**src/rtl/hazard_forward_ctrl.sv**
```systemverilog
// Hazard and forwarding controller for the 5-stage pipeline: shadows the write-back info of
// the two instructions ahead of ID, registers the EX operand selects, and owns load-use and mult/div stalls.
module hazard_forward_ctrl #(
  parameter int REG_AW     = 5,
  parameter int MD_LATENCY = 4
) (
  input  logic              clk,
  input  logic              rst_n,
  input  logic              ext_stall,
  input  logic              flush,
  input  logic [REG_AW-1:0] id_rs,
  input  logic [REG_AW-1:0] id_rt,
  input  logic              id_use_rs,
  input  logic              id_use_rt,
  input  logic              id_regwrite,
  input  logic [REG_AW-1:0] id_wreg,
  input  logic [1:0]        id_memtoreg,
  input  logic              id_md_start,
  output logic              stall_pc,
  output logic              stall_ifid,
  output logic              bubble_idex,
  output logic [1:0]        ForwardA,
  output logic [1:0]        ForwardB,
  output logic              md_busy
);

  localparam int CNT_W = (MD_LATENCY > 1) ? $clog2(MD_LATENCY) : 1;

  typedef struct packed {
    logic              valid;
    logic              regwrite;
    logic [REG_AW-1:0] wreg;
    logic [1:0]        memtoreg;
  } sh_t;

  typedef enum logic {RUN = 1'b0, MD_WAIT = 1'b1} state_t;

  sh_t              sh1, sh2, id_entry;
  state_t           state;
  logic [CNT_W-1:0] cnt;
  logic [1:0]       fwd_a, fwd_b;
  logic             lu, issue, in_wait;

  // r0 is hard-wired zero, so a write to it never produces a value worth forwarding.
  function automatic logic writes(input sh_t e, input logic [REG_AW-1:0] r);
    return e.valid & e.regwrite & (e.wreg == r) & (r != '0);
  endfunction

  function automatic logic [1:0] fwd_sel(input sh_t s1, input sh_t s2,
                                         input logic [REG_AW-1:0] r, input logic used);
    logic [1:0] sel;
    sel = 2'b00;
    if (used) begin
      if (writes(s1, r))      sel = 2'b01;
      else if (writes(s2, r)) sel = 2'b10;
    end
    return sel;
  endfunction

  always_comb begin
    id_entry          = '0;
    id_entry.valid    = 1'b1;
    id_entry.regwrite = id_regwrite;
    id_entry.wreg     = id_wreg;
    id_entry.memtoreg = id_memtoreg;
  end

  assign in_wait = (state == MD_WAIT);
  assign fwd_a   = fwd_sel(sh1, sh2, id_rs, id_use_rs);
  assign fwd_b   = fwd_sel(sh1, sh2, id_rt, id_use_rt);

  // A load one ahead has no data yet; flush wins because the dependent instruction dies anyway.
  assign lu = !in_wait && !flush && (sh1.memtoreg == 2'b01) &&
              ((id_use_rs && writes(sh1, id_rs)) || (id_use_rt && writes(sh1, id_rt)));

  assign issue       = !ext_stall && !flush && !lu && !in_wait;
  assign stall_pc    = ext_stall | lu | in_wait;
  assign stall_ifid  = stall_pc;
  assign bubble_idex = !ext_stall & (lu | flush | in_wait);
  assign md_busy     = in_wait;

  always_ff @(posedge clk or negedge rst_n) begin
    if (!rst_n) begin
      sh1      <= '0;
      sh2      <= '0;
      ForwardA <= 2'b00;
      ForwardB <= 2'b00;
      state    <= RUN;
      cnt      <= '0;
    end else if (!ext_stall) begin
      sh2      <= sh1;
      sh1      <= issue ? id_entry : '0;
      ForwardA <= issue ? fwd_a : 2'b00;
      ForwardB <= issue ? fwd_b : 2'b00;
      case (state)
        RUN: begin
          if (issue && id_md_start) begin
            state <= MD_WAIT;
            cnt   <= CNT_W'(MD_LATENCY - 1);
          end
        end
        MD_WAIT: begin
          // The held ID instruction may issue in the very first RUN cycle after this.
          if (cnt == '0) state <= RUN;
          else           cnt   <= cnt - 1'b1;
        end
        default: state <= RUN;
      endcase
    end
  end

endmodule

```
**config.mk**
```make
export PLATFORM = sky130hd
export DESIGN_NAME = hazard_forward_ctrl
export DESIGN_NICKNAME = d
export VERILOG_FILES = /design/src/rtl/hazard_forward_ctrl.sv
export SDC_FILE = /design/constraint.sdc
export NUM_CORES = 1
export LEC_CHECK = 0
export CAP_MARGIN = 0
export CORE_ASPECT_RATIO = 1.25
export CORE_MARGIN = 10
export CORE_UTILIZATION = 43
export CTS_BUF_LIST = sky130_fd_sc_hd__clkbuf_2
export CTS_CLUSTER_DIAMETER = 120
export DETAILED_ROUTE_END_ITERATION = 16
export GPL_TIMING_DRIVEN = 0
export PLACE_DENSITY = 0.77
export REMOVE_ABC_BUFFERS = 1
export SETUP_SLACK_MARGIN = 0.05
export SYNTH_ARGS = -nofsm -noshare
export SYNTH_HDL_FRONTEND = slang
export SYNTH_SLANG_ARGS = --single-unit
```
**constraint.sdc**
```tcl
create_clock -name clk -period 3.7 [get_ports clk]
set_input_delay 1.11 -clock clk [delete_from_list [all_inputs] [get_ports clk]]
set_output_delay 1.11 -clock clk [all_outputs]
set_load 0.02 [all_outputs]
```
==> impl_metrics.env, run 1 <==
export IMPL_status="finished, violations left"
export IMPL_violations="setup timing"
export IMPL_die_area_um2=5840
export IMPL_cellPowerDensity_nw_per_um2=408
export IMPL_p_leak_nw=0.772
export IMPL_core_area_um2=3000
export IMPL_crit_chain="buf_8 -> or4_4 -> o21ai_4 -> nand4b_4 -> a21boi_4 -> a211o_1 -> buf_6"
export IMPL_grt_pass1_wl_mm=5.11
export IMPL_antenna_found_initial=0
export IMPL_end_kind="primary output"
export IMPL_fin_crit_sh_pct=100
export IMPL_hold_class="register to register"
export IMPL_preCtsSetupSlack_ns=-1.12
export IMPL_fin_skew_ns=0.00892
export IMPL_cts_root_buf="clkbuf_2"
export IMPL_ir_drop_uv=208
export IMPL_track_usage_pct=10.2
export IMPL_report_final_slew_viol_count=0
export IMPL_p_sw_share_pct=35.6
export IMPL_seqPwrFrac_pct=48.8
export IMPL_crit_slowest_cell="or4_4"
export IMPL_cts_tree="yes"
export IMPL_ant_nets=0
export IMPL_final_period_minus_worst_setup_slack_ns=3.71
export IMPL_rows=22
export IMPL_diodes=0
export IMPL_hold_buffers=0
export IMPL_synth_edff_count=0
export IMPL_avgSynthCellArea_um2=9.95
export IMPL_path_class="primary input to primary output"
export IMPL_placed_area_um2=1700
export IMPL_routedWlPerCell_um=14.4
export IMPL_cp_buffers_inverters=2
export IMPL_synth_distinct_cells=31
export IMPL_die_width_um=70.4
export IMPL_wirelength_mm=3.00
export IMPL_syn_area_um2=1360
export IMPL_grt_max_degree=27
export IMPL_clock_fmax_mhz=269
export IMPL_ios=33
export IMPL_synthArstFlopShare_pct=100
export IMPL_grt_overflow=0
export IMPL_finalHoldViolations=0
export IMPL_synthCells=137
export IMPL_syn2layout_area_growth_pct=29.2
export IMPL_slew_headroom_pct=33.0
export IMPL_cts_buffers=3
export IMPL_drive_gt1_share_pct=27.9
export IMPL_startpoint_type="primary input"
export IMPL_final_area_um2=1760
export IMPL_drc_errors=0
export IMPL_htreeDepth=1
export IMPL_max_stage_delay_ns=0.53
export IMPL_synth_seq_area_share_pct=42.2
export IMPL_via_count=1105
export IMPL_synth_seq_cells=23
export IMPL_numPortBuffers=32
export IMPL_dieHeight_um=83.0
export IMPL_cp_arrival_ns=2.60
export IMPL_tightest_slew_ns=1.00
export IMPL_clkTransAtPathRegs_ns=0.20
export IMPL_ys_warn_count=0
export IMPL_cts_sinks=23
export IMPL_cp_top_family="simple AND/OR/NAND/NOR gates"
export IMPL_grt_pass1_vias=1100
export IMPL_nFillCells=265
export IMPL_dp_hpwl_mm=2.40
export IMPL_ys_flop_type="dfrtp_1"
export IMPL_rsz0062_at_grt="true"
export IMPL_gp_congestion=0.807
export IMPL_drtPass1Iterations=4
export IMPL_final_core_util_pct=58.7
export IMPL_setup_viol=2
export IMPL_p_int_w=0.000464
export IMPL_clkPwrFrac_pct=14.1
export IMPL_drtIter0Drc=24
export IMPL_cp_max_fo=3
export IMPL_clockBufferDepth=2
export IMPL_p_sw_w=0.000256
export IMPL_drv_cap=0
export IMPL_via_per_inst=5.31
export IMPL_fin_nets=199
export IMPL_pwr_share_comb_pct=37.1
export IMPL_initial_core_util_pct=45.5
export IMPL_cp_required_ns=2.59
export IMPL_clk_latency_ns=0.32
export IMPL_finalWorstSetupSlack_ns=-0.0131
final cells by class:
class / count / area, um^2 / share of cell area (%)
repair buffers: 36 / 338 / 19.2
clock buffers: 4 / 20.0 / 1.14
well taps: 36 / 45.0 / 2.56
inverters: 5 / 18.8 / 1.07
multi-input cells: 104 / 764 / 43.4
flip-flops and latches: 23 / 576 / 32.7
worst min-delay path: cells and delay by family (launching register included):
family,cells,cell delay (ns)
AOI/OAI and AO/OA,1,0.05
DFF,1,0.39
and+or+nand+nor,1,0.06
layer usage:
layer	part of all wire (%)	vias up	track usage (%)
met1	39	534	11.2
met3	5.1	2	2.62
met5	0	-	0
met2	55	27	18.4
li1	-	542	-
met4	0.47	0	2.69
metrics by stage:
step	setup TNS [ns]	hold WS (ns)	total power, W	std cells
2_1_floorplan	0	0.446	0.000516	132
3_3_place_gp	-3.20	0.459	0.000606	200
3_5_place_dp	-3.33	0.472	0.000621	200
4_1_cts	-0.000942	0.516	0.000725	208
5_1_grt	-0.0891	0.537	0.000769	208
6_report	-0.0259	0.508	0.000719	208
registers in the layout, indices dropped and copies added, names as in the netlist:
signal and cells:
sh2 7, ForwardA 2, cnt 2, ForwardB 2
md_busy 1, sh1 9
power by group through the flow:
stage	logic, W	clock network, W	registers (W)
after floorplan	0.000165	0	0.000351
after global placement	0.000253	0	0.000353
after detailed placement	0.000265	0	0.000356
after CTS	0.000269	0.000105	0.000351
after global routing	0.000292	0.000117	0.000360
final	0.000267	0.000102	0.000351
layout by cell type, fill, tap and decap left out, types with 4 or more instances in the layout:
cell type	n
nand2_1	27
dfrtp_1	23
clkdlybuf4s50_1	17
xnor2_1	14
o21ai_2	10
nor2_1	7
mux2_2	7
xor2_1	6
buf_6	6
inv_1	5
nand3_1	5
clkbuf_2	5
o31ai_1	4
buf_2	4
buf_4	4
cell usage after synthesis, drive strengths merged, types with 3 or more instances:
cell    instances  share of area [%]
nor2            8                2.2
or4             3                1.9
inv             5                1.4
clkbuf          3               0.83
mux2            7                5.8
dfrtp          23                 42
o21ai          14                8.2
nand3           5                1.8
nand2          27                7.4
xor2            6                3.9
xnor2          14                9.0
o31ai           4                2.2
worst paths after layout:
path,startpoint,endpoint,slack [ns],cells past startpoint
setup / recovery,id_rs[3],stall_pc,-0.01,7
hold reg to reg,sh1[0]$_DFFE_PN0N_,sh1[0]$_DFFE_PN0N_,0.51,2
setup reg to reg,sh1[3]$_DFFE_PN0N_,ForwardB[1]$_DFFE_PN0N_,1.87,6
hold / removal,sh1[0]$_DFFE_PN0N_,sh1[0]$_DFFE_PN0N_,0.51,2
min in group asynchronous,rst_n,sh1[3]$_DFFE_PN0N_,1.30,1
max in group asynchronous,rst_n,cnt[0]$_DFFE_PN0P_,1.80,1
cells by family after synthesis:
group,after synthesis,synth area share [%]
AO/OA/AOI/OAI,25,15.6
XOR/XNOR,20,12.8
adder cells (fa/ha/maj),1,0.917
buffers and inverters,10,3.58
flip-flops,23,42.2
multiplexers,7,5.78
AND/OR/NAND/NOR,51,19.1
what timing repair did:
action | in CTS | in global routing
resized for setup | 61 | 9
pin swaps | 9 | 6
setup endpoints to repair | 3 | 3
setup buffers | 4 | 0
No activity file was read; power rests on OpenSTA's default activity.
==> run 2, diff against run 1 <==
PLACE_DENSITY = 0.8   (was 0.77)
clock period = 3.05 ns   (was 3.7 ns; I/O delays follow)
==> run 2 against run 1 <==
Against the previous run: the run still ends with setup timing left; design area grew 1.1%; sequential share of layout area shrank 0.34 points; worst hold slack better by 0.0024 ns; largest power group unchanged; first-iteration DRC count increased by 75%; total power rose by 23%; final cell count up 1.9%; die area stayed put.
==> impl_metrics.env, run 2 (synthesis results as in run 1) <==
export IMPL_end_kind="primary output"
export IMPL_startpoint_type="primary input"
export IMPL_setup_tns_ns=-0.710
export IMPL_drc_errors=0
export IMPL_final_core_util_pct=59.3
export IMPL_rows=22
export IMPL_ios=33
export IMPL_antenna_found_initial=0
export IMPL_place_inst=200
export IMPL_violations="setup timing"
export IMPL_core_area_um2=3000
export IMPL_clk_latency_ns=0.34
export IMPL_track_usage_pct=11.4
export IMPL_cp_arrival_ns=2.40
export IMPL_htreeDepth=1
export IMPL_ant_nets=0
export IMPL_final_period_minus_worst_setup_slack_ns=3.31
export IMPL_numPortBuffers=32
export IMPL_cellPowerDensity_nw_per_um2=495
export IMPL_cp_max_fo=3
export IMPL_cp_buffers_inverters=2
export IMPL_gp_congestion=0.940
export IMPL_clock_fmax_mhz=302
export IMPL_reg_top3="sh1: 9 flops, sh2: 7 flops"
export IMPL_hold_class="register to register"
export IMPL_slew_headroom_pct=32.1
export IMPL_grt_max_degree=27
export IMPL_regMostFlops="sh1"
export IMPL_diodes=0
export IMPL_cts_buffers=3
export IMPL_cts_tree="yes"
export IMPL_clkTransAtPathRegs_ns=0.23
export IMPL_rsz0062_at_grt="true"
export IMPL_drtIter0Drc=42
export IMPL_routedWlPerCell_um=15.1
export IMPL_preCtsSetupSlack_ns=-1.40
export IMPL_dp_hpwl_mm=2.38
export IMPL_status="finished, violations left"
export IMPL_ir_drop_uv=329
export IMPL_initial_core_util_pct=45.5
export IMPL_path_class="primary input to primary output"
export IMPL_fin_crit_sh_pct=109
export IMPL_crit_chain="buf_8 -> or4_4 -> o21ai_2 -> nand4b_4 -> a21boi_4 -> a211o_1 -> buf_6"
export IMPL_final_area_um2=1780
export IMPL_via_count=1096
export IMPL_drv_cap=0
export IMPL_grt_pass1_wl_mm=5.55
export IMPL_wirelength_mm=3.21
export IMPL_largest_reg_flops=9
export IMPL_fin_cells=212
export IMPL_holdPathStages=2
export IMPL_fin_skew_ns=0.0135
export IMPL_finalHoldViolations=0
export IMPL_crit_slowest_cell="or4_4"
export IMPL_drive_gt1_share_pct=30.7
export IMPL_setup_viol=3
export IMPL_max_stage_delay_ns=0.52
export IMPL_worst_path_stages=7
export IMPL_p_leak_nw=0.794
export IMPL_layout_common_cells="nand2_1, dfrtp_1, clkdlybuf4s50_1, xnor2_1, o21ai_2"
export IMPL_drtPass1Iterations=4
export IMPL_via_per_inst=5.17
export IMPL_hold_buffers=0
export IMPL_syn2layout_area_growth_pct=30.6
export IMPL_cp_required_ns=2.13
export IMPL_cts_sinks=23
export IMPL_placed_area_um2=1700
export IMPL_grt_pass1_vias=1196
export IMPL_cp_top_family="simple AND/OR/NAND/NOR gates"
export IMPL_rr_worst_depth=7
export IMPL_die_width_um=70.4
export IMPL_mostFrequentLayoutCell="nand2_1"
export IMPL_grt_overflow=0
export IMPL_cts_root_buf="clkbuf_2"
export IMPL_fin_nets=203
export IMPL_finalWorstSetupSlack_ns=-0.263
export IMPL_tightest_slew_ns=1.02
export IMPL_report_final_slew_viol_count=0
export IMPL_nFillCells=259
export IMPL_dieHeight_um=83.0
export IMPL_die_area_um2=5840
export IMPL_clockBufferDepth=2
run 2: changes by cell type in the layout (fill, tap and decap cells not counted):
cell,before,now
o21ai_2,10,12
clkbuf_2,5,4
buf_2,4,5
buf_4,4,8
o21ai_4,2,0
dlygate4sd2_1,2,1
xnor2_2,0,1
clkinv_2,0,1
xnor2_1,14,13
run 2: path summary, 6_finish.rpt:
check                      slack, ns                       to                from
max in group asynchronous       1.35  ForwardB[1]$_DFFE_PN0N_               rst_n
min                             0.51       sh1[0]$_DFFE_PN0N_  sh1[0]$_DFFE_PN0N_
max reg2reg                     1.14       sh1[2]$_DFFE_PN0N_  sh1[6]$_DFFE_PN0N_
min in group asynchronous       1.09       sh2[4]$_DFFE_PN0N_               rst_n
min reg2reg                     0.51       sh1[0]$_DFFE_PN0N_  sh1[0]$_DFFE_PN0N_
max                            -0.26                 stall_pc            id_rs[1]
run 2: worst min-delay path, cell delays in order, from the launching register on:
cell     delay, ns
dfrtp_1       0.39
nand2_1       0.06
o21ai_2       0.05
run 2: final cells by class:
cell class	instances	area [um^2]	share of cell area (%)
multi-input combinational	104	757	42.5
sequential	23	576	32.3
timing repair buffer	40	364	20.4
tap	36	45.0	2.53
inverter	5	18.8	1.05
clock buffer	3	15.0	0.843
clock inverter	1	5.00	0.281
run 2: timing repair:
item	in CTS	in global routing
endpoints found under the hold margin	0	0
gates cloned	0	0
pin swaps	11	7
resized for setup	64	8
setup buffers	7	1
endpoints found under the setup margin	3	3
run 2: power by group:
part           leakage (nW)  internal (W)  switching, W
Combinational         0.474      0.000168      0.000162
Clock                0.0164     0.0000297     0.0000956
Sequential            0.304      0.000362     0.0000648
Total                 0.794      0.000560      0.000322
run 2: routing by layer:
metal / vias to the layer above / routed length [um] / GRT usage, %
li1: 550 / - / -
met2: 16 / 1760 / 20.1
met4: 0 / 82 / 6.63
met5: - / 0 / 0
met1: 524 / 1260 / 12.2
met3: 6 / 109 / 1.79
run 2: through the flow:
step                      power (W)  hold slack (ns)
final                      0.000882            0.510
after global routing       0.000944            0.533
after CTS                  0.000880            0.514
after detailed placement   0.000754            0.467
after global placement     0.000735            0.459
after floorplan            0.000626            0.446
==> run 3, diff against run 2 <==
CORE_MARGIN = 4   (was 10)
==> run 3 against run 2 <==
Against the previous run: the flow still finishes with violations (setup timing); worst hold slack barely moved; core utilization fell by 0.46 points; die area fell by 29%; critical endpoint is now stall_ifid; critical path type unchanged; largest power group unchanged; largest cell class unchanged.
==> impl_metrics.env, run 3 (synthesis results as in run 1) <==
export IMPL_antenna_found_initial=0
export IMPL_end_kind="primary output"
export IMPL_via_per_inst=5.29
export IMPL_clockBufferDepth=2
export IMPL_dp_hpwl_mm=2.21
export IMPL_r2r_end="ForwardB[1]$_DFFE_PN0N_"
export IMPL_p_sw_share_pct=35.9
export IMPL_drv_cap=0
export IMPL_setup_viol=3
export IMPL_fin_skew_ns=0.0122
export IMPL_status="finished, violations left"
export IMPL_dr_wl_met2_mm=1.67
export IMPL_preCtsSetupSlack_ns=-1.41
export IMPL_regMostFlops="sh1"
export IMPL_via_count=1110
export IMPL_die_area_um2=4140
export IMPL_cellPowerDensity_nw_per_um2=498
export IMPL_hold_class="register to register"
export IMPL_dieHeight_um=71.0
export IMPL_ios=33
export IMPL_rows=22
export IMPL_startpoint_type="primary input"
export IMPL_violations="setup timing"
export IMPL_drc_errors=0
export IMPL_ir_drop_uv=308
export IMPL_maxUsedRoutingLayer="met4"
export IMPL_cp_max_fo=4
export IMPL_clk_latency_ns=0.33
export IMPL_slew_headroom_pct=31.9
export IMPL_pwr_share_comb_pct=37.0
export IMPL_htreeDepth=1
export IMPL_drtIter0Drc=21
export IMPL_gp_congestion=0.920
export IMPL_mostFrequentLayoutCell="nand2_1"
export IMPL_cts_root_buf="clkbuf_2"
export IMPL_grt_pass1_vias=1075
export IMPL_setup_tns_ns=-0.721
export IMPL_largest_reg_flops=9
export IMPL_crit_path_start="id_rs[3]"
export IMPL_final_period_minus_worst_setup_slack_ns=3.32
export IMPL_place_inst=200
export IMPL_cts_tree="yes"
export IMPL_path_class="primary input to primary output"
export IMPL_min_from="sh1[1]$_DFFE_PN0N_"
export IMPL_clock_fmax_mhz=301
export IMPL_layout_common_cells="nand2_1, dfrtp_1, clkdlybuf4s50_1, xnor2_1, o21ai_2"
export IMPL_routedWlPerCell_um=14.3
export IMPL_p_sw_w=0.000315
export IMPL_rsz0062_at_grt="true"
export IMPL_wl_met3_um=84
export IMPL_grt_max_degree=27
export IMPL_fin_crit_sh_pct=109
export IMPL_met1_length_mm=1.18
export IMPL_reg2reg_slack_ns=1.17
export IMPL_seqPwrFrac_pct=48.6
export IMPL_syn2layout_area_growth_pct=29.5
export IMPL_grt_pass1_wl_mm=4.93
export IMPL_regToRegStartpoint="sh1[5]$_DFFE_PN0N_"
export IMPL_finalHoldViolations=0
export IMPL_reg_top3="sh1: 9 flops, sh2: 7 flops"
export IMPL_cts_sinks=23
export IMPL_rr_worst_depth=6
export IMPL_p_leak_nw=0.770
export IMPL_fin_cells=210
export IMPL_core_area_um2=3000
export IMPL_cts_buffers=3
export IMPL_track_usage_pct=15.1
export IMPL_fin_nets=201
export IMPL_clkPwrFrac_pct=14.4
export IMPL_wirelength_mm=3.00
export IMPL_cp_arrival_ns=2.40
export IMPL_drive_gt1_share_pct=28.7
export IMPL_diodes=0
export IMPL_die_width_um=58.4
export IMPL_tightest_slew_ns=1.02
export IMPL_finalWorstSetupSlack_ns=-0.269
export IMPL_drtPass1Iterations=4
export IMPL_holdWs_ns=0.510
export IMPL_initial_core_util_pct=45.5
export IMPL_crit_end="stall_ifid"
export IMPL_p_int_w=0.000564
export IMPL_nFillCells=263
export IMPL_cp_required_ns=2.13
export IMPL_clkTransAtPathRegs_ns=0.21
export IMPL_power_total_w=0.000879
export IMPL_grt_overflow=0
export IMPL_ant_nets=0
export IMPL_numPortBuffers=32
export IMPL_report_final_slew_viol_count=0
-- run 3: metrics by stage --
| stage | util (%) | instance area [um^2] |
|---|---|---|
| final | 58.9 | 1770 |
| after global routing | 58.9 | 1770 |
| after floorplan | - | 1330 |
| after global placement | 56.6 | 1700 |
| after CTS | 58.4 | 1750 |
| after detailed placement | 56.6 | 1700 |
-- run 3: metal layers --
metal,vias up,track usage (%)
met1,534,18.3
met4,0,6.96
met5,-,0
met2,23,26.5
li1,547,-
met3,6,1.46
-- run 3: cell type report --
class,count,area [um^2],area share [%]
multi-input cells,104,757,42.8
flip-flops and latches,23,576,32.6
repair buffers,38,350,19.8
well taps,36,45.0,2.55
clock buffers,4,20.0,1.13
inverters,5,18.8,1.06
-- run 3: critical path, stage by stage --
cell	delay [ns]
buf_8	0.10
or4_4	0.53
o21ai_4	0.14
nand4b_4	0.17
a21boi_4	0.08
a211o_1	0.33
buf_6	0.14
-- run 3: power by group through the flow --
stage / logic, W / registers [W] / clock network (W)
after floorplan: 0.000200 / 0.000426 / 0
after CTS: 0.000325 / 0.000425 / 0.000128
after global routing: 0.000358 / 0.000437 / 0.000134
after global placement: 0.000307 / 0.000426 / 0
after detailed placement: 0.000321 / 0.000431 / 0
final: 0.000325 / 0.000427 / 0.000126
-- run 3: worst min-delay path by stage --
stage	to	cells past startpoint
floorplan	sh1[0]$_DFFE_PN0N_	2
global placement	sh1[0]$_DFFE_PN0N_	2
detailed placement	sh1[1]$_DFFE_PN0N_	2
CTS	sh1[1]$_DFFE_PN0N_	2
global route	sh1[1]$_DFFE_PN0N_	2
finish	sh1[1]$_DFFE_PN0N_	2
-- run 3: repair_timing --
action / in CTS / in global routing
gates resized for setup: 65 / 1
buffers inserted: 5 / 1
endpoints found under the hold margin: 0 / 0
hold buffers: 0 / 0
setup endpoints to repair: 3 / 3
pin swaps: 10 / 5
